[src/rtl/register_file_mp_if.sv]
// register_file_mp_if
// Bundles the read ports, both write ports, the debug-dump handshake and the
// flattened state view of register_file_mp. The master modport belongs to the
// core/monitor side; the slave modport belongs to the register file itself.
// Packing: read port p uses rd_addr[p*A +: A] and rd_data[p*N +: N];
// register i appears at full_register_file[i*N +: N].

interface register_file_mp_if #(
    parameter int N  = 32,
    parameter int A  = 5,
    parameter int NR = 2
);
    localparam int DEPTH = 2 ** A;

    // Read ports
    logic [NR*A-1:0]    rd_addr;
    logic [NR*N-1:0]    rd_data;

    // Write port 0
    logic [A-1:0]       wr_addr0;
    logic [N-1:0]       wr_data0;
    logic               wr_ena0;

    // Write port 1 (wins on an address collision)
    logic [A-1:0]       wr_addr1;
    logic [N-1:0]       wr_data1;
    logic               wr_ena1;

    // Debug-dump engine
    logic               dump_req;
    logic               dump_busy;
    logic               dump_valid;
    logic [A-1:0]       dump_index;
    logic [N-1:0]       dump_data;
    logic               dump_done;

    // Flattened register contents
    logic [DEPTH*N-1:0] full_register_file;

    modport master (
        output rd_addr,
        output wr_addr0, wr_data0, wr_ena0,
        output wr_addr1, wr_data1, wr_ena1,
        output dump_req,
        input  rd_data,
        input  dump_busy, dump_valid, dump_index, dump_data, dump_done,
        input  full_register_file
    );

    modport slave (
        input  rd_addr,
        input  wr_addr0, wr_data0, wr_ena0,
        input  wr_addr1, wr_data1, wr_ena1,
        input  dump_req,
        output rd_data,
        output dump_busy, dump_valid, dump_index, dump_data, dump_done,
        output full_register_file
    );
endinterface

[src/rtl/register_file_mp.sv]
// register_file_mp
// Parametrised multi-port register file: NR combinational read ports, two
// write ports (port 1 wins when both hit the same address), an optional
// hardwired-zero register 0, and a debug-dump engine that walks every register
// out one per cycle without disturbing the read/write ports.
//
// Optional feature macro: REGFILE_BYPASS_EN
//   defined   -> read ports forward same-cycle write data (write-first),
//                port 1 data taking precedence over port 0.
//   undefined -> reads see pre-write contents; new data appears next cycle.
// The dump stream and full_register_file always show stored contents.

module register_file_mp #(
    parameter int N             = 32,
    parameter int A             = 5,
    parameter int NR            = 2,
    parameter int HARDWIRE_ZERO = 1
) (
    input  logic               clk,
    input  logic               rst,
    register_file_mp_if.slave  bus
);

    localparam int         DEPTH      = 2 ** A;
    localparam logic [A-1:0] LAST_INDEX = {A{1'b1}};

    typedef enum logic [1:0] {
        IDLE = 2'd0,
        RUN  = 2'd1,
        DONE = 2'd2
    } dump_state_t;

    // Storage and the zero-masked view every consumer reads from
    logic [N-1:0]      regs [DEPTH];
    logic [N-1:0]      view [DEPTH];

    // Write qualification after the zero-register rule
    logic              write_ok0;
    logic              write_ok1;

    // Read path
    logic [NR*N-1:0]   rd_data_int;

    // Dump engine state and registered outputs
    dump_state_t       dump_state;
    logic              dump_busy_q;
    logic              dump_valid_q;
    logic              dump_done_q;
    logic [A-1:0]      dump_index_q;

    // Flattened state
    logic [DEPTH*N-1:0] flat_state;

    // A write to register 0 is dropped entirely when it is hardwired to zero
    assign write_ok0 = bus.wr_ena0 && !((HARDWIRE_ZERO != 0) && (bus.wr_addr0 == '0));
    assign write_ok1 = bus.wr_ena1 && !((HARDWIRE_ZERO != 0) && (bus.wr_addr1 == '0));

    // Register storage: port 1 is applied second so it overrides port 0 on a collision
    always_ff @(posedge clk or posedge rst) begin
        if (rst) begin
            for (int i = 0; i < DEPTH; i++) begin
                regs[i] <= '0;
            end
        end else begin
            if (write_ok0) begin
                regs[bus.wr_addr0] <= bus.wr_data0;
            end
            if (write_ok1) begin
                regs[bus.wr_addr1] <= bus.wr_data1;
            end
        end
    end

    // Zero-masked copy of the storage so register 0 reads as 0 everywhere
    always_comb begin
        for (int i = 0; i < DEPTH; i++) begin
            view[i] = regs[i];
        end
        if (HARDWIRE_ZERO != 0) begin
            view[0] = '0;
        end
    end

    // Combinational read ports, optionally forwarding same-cycle write data
    always_comb begin
        rd_data_int = '0;
        for (int p = 0; p < NR; p++) begin
            rd_data_int[p*N +: N] = view[bus.rd_addr[p*A +: A]];
`ifdef REGFILE_BYPASS_EN
            if (bus.wr_ena1 && (bus.wr_addr1 == bus.rd_addr[p*A +: A])) begin
                rd_data_int[p*N +: N] = bus.wr_data1;
            end else if (bus.wr_ena0 && (bus.wr_addr0 == bus.rd_addr[p*A +: A])) begin
                rd_data_int[p*N +: N] = bus.wr_data0;
            end
            if ((HARDWIRE_ZERO != 0) && (bus.rd_addr[p*A +: A] == '0)) begin
                rd_data_int[p*N +: N] = '0;
            end
`endif
        end
    end

    assign bus.rd_data = rd_data_int;

    // Dump engine: IDLE waits for a request, RUN emits one register per cycle,
    // DONE raises the completion pulse; requests outside IDLE are dropped
    always_ff @(posedge clk or posedge rst) begin
        if (rst) begin
            dump_state   <= IDLE;
            dump_busy_q  <= 1'b0;
            dump_valid_q <= 1'b0;
            dump_done_q  <= 1'b0;
            dump_index_q <= '0;
        end else begin
            case (dump_state)
                IDLE: begin
                    dump_done_q  <= 1'b0;
                    dump_index_q <= '0;
                    if (bus.dump_req) begin
                        dump_state   <= RUN;
                        dump_valid_q <= 1'b1;
                        dump_busy_q  <= 1'b1;
                    end else begin
                        dump_valid_q <= 1'b0;
                        dump_busy_q  <= 1'b0;
                    end
                end
                RUN: begin
                    if (dump_index_q == LAST_INDEX) begin
                        dump_state   <= DONE;
                        dump_valid_q <= 1'b0;
                        dump_done_q  <= 1'b1;
                    end else begin
                        dump_index_q <= dump_index_q + A'(1);
                    end
                end
                DONE: begin
                    dump_state   <= IDLE;
                    dump_done_q  <= 1'b0;
                    dump_busy_q  <= 1'b0;
                    dump_index_q <= '0;
                end
                default: begin
                    dump_state   <= IDLE;
                    dump_busy_q  <= 1'b0;
                    dump_valid_q <= 1'b0;
                    dump_done_q  <= 1'b0;
                    dump_index_q <= '0;
                end
            endcase
        end
    end

    assign bus.dump_busy  = dump_busy_q;
    assign bus.dump_valid = dump_valid_q;
    assign bus.dump_done  = dump_done_q;
    assign bus.dump_index = dump_index_q;

    // Dump data is the live stored word, so a not-yet-dumped register shows
    // any write that landed before its turn; it is held at 0 outside RUN
    assign bus.dump_data  = dump_valid_q ? view[dump_index_q] : '0;

    // Flattened state for the monitor, register i in slice i
    always_comb begin
        flat_state = '0;
        for (int i = 0; i < DEPTH; i++) begin
            flat_state[i*N +: N] = view[i];
        end
    end

    assign bus.full_register_file = flat_state;

endmodule

[src/flat_wrapper.sv]
// flat-port wrapper written by rule: the top's interface ports become plain ports
module register_file_mp_flat 
#(
    parameter int N             = 32,
    parameter int A             = 5,
    parameter int NR            = 2,
    parameter int HARDWIRE_ZERO = 1
)
  (clk, rst, bus_rd_addr, bus_wr_addr0, bus_wr_data0, bus_wr_ena0, bus_wr_addr1, bus_wr_data1, bus_wr_ena1, bus_dump_req, bus_rd_data, bus_dump_busy, bus_dump_valid, bus_dump_index, bus_dump_data, bus_dump_done, bus_full_register_file);
  register_file_mp_if #(.N(N), .A(A), .NR(NR)) bus_i ();
  input  logic clk;
  input  logic rst;
  input wire logic [$bits(bus_i.rd_addr)-1:0] bus_rd_addr;
  input wire logic [$bits(bus_i.wr_addr0)-1:0] bus_wr_addr0;
  input wire logic [$bits(bus_i.wr_data0)-1:0] bus_wr_data0;
  input wire logic [$bits(bus_i.wr_ena0)-1:0] bus_wr_ena0;
  input wire logic [$bits(bus_i.wr_addr1)-1:0] bus_wr_addr1;
  input wire logic [$bits(bus_i.wr_data1)-1:0] bus_wr_data1;
  input wire logic [$bits(bus_i.wr_ena1)-1:0] bus_wr_ena1;
  input wire logic [$bits(bus_i.dump_req)-1:0] bus_dump_req;
  output wire logic [$bits(bus_i.rd_data)-1:0] bus_rd_data;
  output wire logic [$bits(bus_i.dump_busy)-1:0] bus_dump_busy;
  output wire logic [$bits(bus_i.dump_valid)-1:0] bus_dump_valid;
  output wire logic [$bits(bus_i.dump_index)-1:0] bus_dump_index;
  output wire logic [$bits(bus_i.dump_data)-1:0] bus_dump_data;
  output wire logic [$bits(bus_i.dump_done)-1:0] bus_dump_done;
  output wire logic [$bits(bus_i.full_register_file)-1:0] bus_full_register_file;
  assign bus_i.rd_addr = bus_rd_addr;
  assign bus_i.wr_addr0 = bus_wr_addr0;
  assign bus_i.wr_data0 = bus_wr_data0;
  assign bus_i.wr_ena0 = bus_wr_ena0;
  assign bus_i.wr_addr1 = bus_wr_addr1;
  assign bus_i.wr_data1 = bus_wr_data1;
  assign bus_i.wr_ena1 = bus_wr_ena1;
  assign bus_i.dump_req = bus_dump_req;
  assign bus_rd_data = bus_i.rd_data;
  assign bus_dump_busy = bus_i.dump_busy;
  assign bus_dump_valid = bus_i.dump_valid;
  assign bus_dump_index = bus_i.dump_index;
  assign bus_dump_data = bus_i.dump_data;
  assign bus_dump_done = bus_i.dump_done;
  assign bus_full_register_file = bus_i.full_register_file;
  register_file_mp #(.N(N), .A(A), .NR(NR), .HARDWIRE_ZERO(HARDWIRE_ZERO)) u_core (.clk(clk), .rst(rst), .bus(bus_i));
endmodule
[config.mk]
export PLATFORM = sky130hd
export DESIGN_NAME = register_file_mp_flat
export DESIGN_NICKNAME = d
export VERILOG_FILES = /design/src/rtl/register_file_mp_if.sv /design/src/rtl/register_file_mp.sv /design/src/flat_wrapper.sv
export SDC_FILE = /design/constraint.sdc
export NUM_CORES = 2
export LEC_CHECK = 0
export CORE_AREA = 2 2 472 474
export CTS_CLUSTER_SIZE = 16
export DETAILED_ROUTE_END_ITERATION = 16
export DIE_AREA = 0 0 474 476
export PLACE_DENSITY_LB_ADDON = 0.2
export SLEW_MARGIN = 5
export SYNTH_ARGS = -nofsm -noshare
export SYNTH_HDL_FRONTEND = slang
export SYNTH_SLANG_ARGS = --single-unit
[constraint.sdc]
create_clock -name clk -period 44.9 [get_ports clk]
set_input_delay 8.98 -clock clk [delete_from_list [all_inputs] [get_ports clk]]
set_output_delay 8.98 -clock clk [all_outputs]
set_load 0.02 [all_outputs]
==> metrics.txt <==
status=complete, no violations; GR Util All Layers=36.6%; Power Dens Cells=60.2 nW/um2; share of cells above drive strength 1=16.2%; starting density of the core=about 32%; post-cts hold buffer count=0; final slew viol count=0; most frequent cells in the layout=mux2i_1, clkdlybuf4s50_1, dfrtp_1, nand2_1, mux4_2; DRC viols=0; Final Skew=approximately 0.017 ns; die area=226000 um2; final setup TNS=0 ns; Synth Flop Type=dfrtp_1; fin nets=~7.4k; final instance area=around 90000 um2; simple-gate share of the synthesized area=slightly below 8%; WP data required=between 30 and 40 ns; Post-synth EDFFs=0; total I/O pin count=about 1.2k; switch share=44.9%; area grow syn2layout=25.7%; Die Ht=around 480 um; Startpoint Class=input port; number of antenna violations at the first check in global routing=19; total CTS buffers=between 100 and 150; core box area=~220000 um2; mux contribution to synthesized area=40.3%; Worst EP arrival=13.42 ns; Slew headroom=approximately 10%; min cycle time layout=between 20 and 25 ns; # setup viols final=0; largest stage delay on the critical path=~0.87 ns; synthesized area per cell=~11 um2; CP top delay family=buffers and inverters; Clock Pin Slew Worst Setup and Hold Paths=roughly 0.050 ns; slowest stage cell, crit path=o22ai_1; Comb pwr share=approximately half; vias per inst=6.19; first-pass GRT wire length=~560000 um; Buf+Inv Stages, Crit Path=4; DRT Pass-1 Iters=6; post-synth cell types=52; Worst VDD drop=0.0391 mV; critical path endpoint category=primary output; die extent in x=about 470 um; P_int=between 2000 and 3000 uW; Synth warnings=0; DP Wirelength=roughly 290000 um; Routability Congestion=about 0.94; commonest non-fill, non-tap cell in the layout=mux2i_1; Cell Count, Final, Fillers Out=roughly 10k; TritonCTS clock tree=done; CP max FO=83; clock share of power=21.0%; pin count of the biggest net entering global routing=roughly 160; Switch Pwr=around 2400 uW; Synth Area in Compound Gates=11.1%; Slew @ Worst Pin=1.35 ns; RSZ-0062 raised after global routing=no; main combinational cell family by area after synthesis=multiplexers; Worst-Skew Late Latency=between 0.8 and 0.9 ns; Final period util=between 40% and 50%; Port Buffer Count=between 1k and 1.5k; critical path class=input port to primary output; mean routed wirelength per cell=40.7 um; fmax=about 45 MHz; max cap viols=0; DR iter-0 viols=about 8.4k; Seq pwr share=a little under a third; crit-path cells=buf_8 > buf_4 > buf_12 > mux4_1 > mux2i_1 > o22ai_1 > a211o_1 > clkdlybuf4s50_1; Static Leak=between 0.03 and 0.04 uW; post-cts sizing count=0; clk root buf=clkbuf_16; Final Hold Vio Count=0; post-synthesis sequential area ratio=35.4%; Rows=around 170; Post-Synth Adder-Cell Area=less than 1%; Netlist Area Pre-Place=approximately 71000 um2; Post-DRT Antenna Nets=0; clk sinks=about 1k; CTS H-tree depth=4; Post-Syn Instances=6613; via count of the first global-routing pass=60.9k; FFs w/ async S/R, synth=between 90% and 100%; worst hold-check path type=flop to flop; Synth area leaders=dfrtp_1, mux4_2, mux2i_1; Yosys top cell by area=dfrtp_1; Placed Area=84700 um2; setup bufs post-CTS=0; Detailed Route WL=423000 um; CTS Buffer Depth=3; Seq cells post-synth=~1k; Vias=roughly 64k; Cells after DPL=approximately 10k; Post-Synth XOR/XNOR Area=0.0370%; top cell type's share of synthesized area=between 30% and 40%; grt ovf=0; Worst Hold Margin=between 0.4 and 0.5 ns; Final Util=about 40%
power groups by stage:
stage,sequential [uW],combinational [uW],clock (uW)
floorplan,1680,1130,0
global placement,1630,2560,0
CTS,1620,2580,1140
global route,1660,2680,1170
detailed placement,1630,2580,0
finish,1650,2590,1130
path summary, 6_finish.rpt:
kind / from / endpoint / slack (ns) / cells after the start
setup / recovery: bus_rd_addr[5] / bus_rd_data[54] / 22.50 / 8
hold / removal: u_core.bus.dump_done$_DFFE_PP0P_ / u_core.bus.dump_done$_DFFE_PP0P_ / 0.49 / 2
setup reg to reg: u_core.bus.dump_index[0]$_DFFE_PP0P_ / u_core.bus.dump_valid$_DFFE_PP0P_ / 41.25 / 9
hold reg to reg: u_core.bus.dump_done$_DFFE_PP0P_ / u_core.bus.dump_done$_DFFE_PP0P_ / 0.49 / 2
max in group asynchronous: rst / u_core.bus.dump_index[2]$_DFFE_PP0P_ / 32.14 / 6
min in group asynchronous: rst / u_core.bus.full_register_file[324]$_DFF_PP0_ / 8.67 / 2
per-stage QoR:
stage	total power, uW	worst slack [ns]
final	5370	22.50
after global routing	5510	22.35
after floorplan	2810	7.73
after global placement	4190	22.49
after detailed placement	4210	22.46
after CTS	5340	22.46
cell type report:
| class | count | area (um2) |
|---|---|---|
| Sequential cell | 1002 | 25100 |
| Fill cell | 21200 | 132000 |
| Clock buffer | 203 | 3990 |
| Multi-Input combinational cell | 4820 | 42700 |
| Timing Repair Buffer | 1356 | 13200 |
| Tap cell | 2975 | 3720 |
| Inverter | 3 | 18.8 |
| Clock inverter | 38 | 503 |
| Antenna cell | 9 | 22.5 |
registers in the layout, indices dropped and copies added (netlist names):
name                           flops
u_core.dump_state                  2
u_core.bus.dump_busy               1
u_core.bus.dump_done               1
u_core.bus.full_register_file    992
u_core.bus.dump_index              5
u_core.bus.dump_valid              1
worst register-to-register path: cells and delay by family, from the launching register on:
family	cells	cell delay, ns
buffers and inverters	2	1.48
AOI/OAI and AO/OA	1	0.08
adders and majority gates	2	0.64
and+or+nand+nor	3	0.40
DFF	1	0.85
muxes	1	0.07
routing by layer:
layer	GRT usage [%]	vias up	part of all wire (%)
li1	-	26000	-
met1	41.6	33000	35
met2	60.2	4432	47
met3	9.89	925	9.9
met4	24.8	4	8.1
met5	0	-	0.0064
synthesized netlist by cell type (8+ instances only):
| master | count |
|---|---|
| mux4_2 | 639 |
| nor2_1 | 640 |
| mux2i_1 | 1257 |
| o2111ai_1 | 31 |
| clkbuf_1 | 486 |
| a32oi_1 | 24 |
| nand2_1 | 698 |
| dfrtp_1 | 1002 |
| mux4_1 | 32 |
| a22oi_1 | 94 |
| nor2b_1 | 9 |
| a21oi_1 | 515 |
| buf_4 | 59 |
| buf_2 | 186 |
| buf_6 | 29 |
| o21ai_0 | 487 |
| o2111a_1 | 30 |
| o22ai_1 | 65 |
| o21ai_1 | 58 |
| mux2_2 | 68 |
| buf_1 | 57 |
| a211o_1 | 65 |
| nand2b_1 | 14 |
| nand3b_1 | 8 |
logic make-up (layout without fill, tap and decap cells):
| family | after synthesis | count (layout) |
|---|---|---|
| mux | 1996 | 1996 |
| simple gates | 1414 | 1414 |
| compound gates | 1373 | 1373 |
| flops | 1002 | 1002 |
| buf+inv | 822 | 1600 |
| xor+xnor | 3 | 3 |
| fa+ha+maj | 2 | 2 |
| other cells | 1 | 41 |
(Power assumes the default switching activity.)
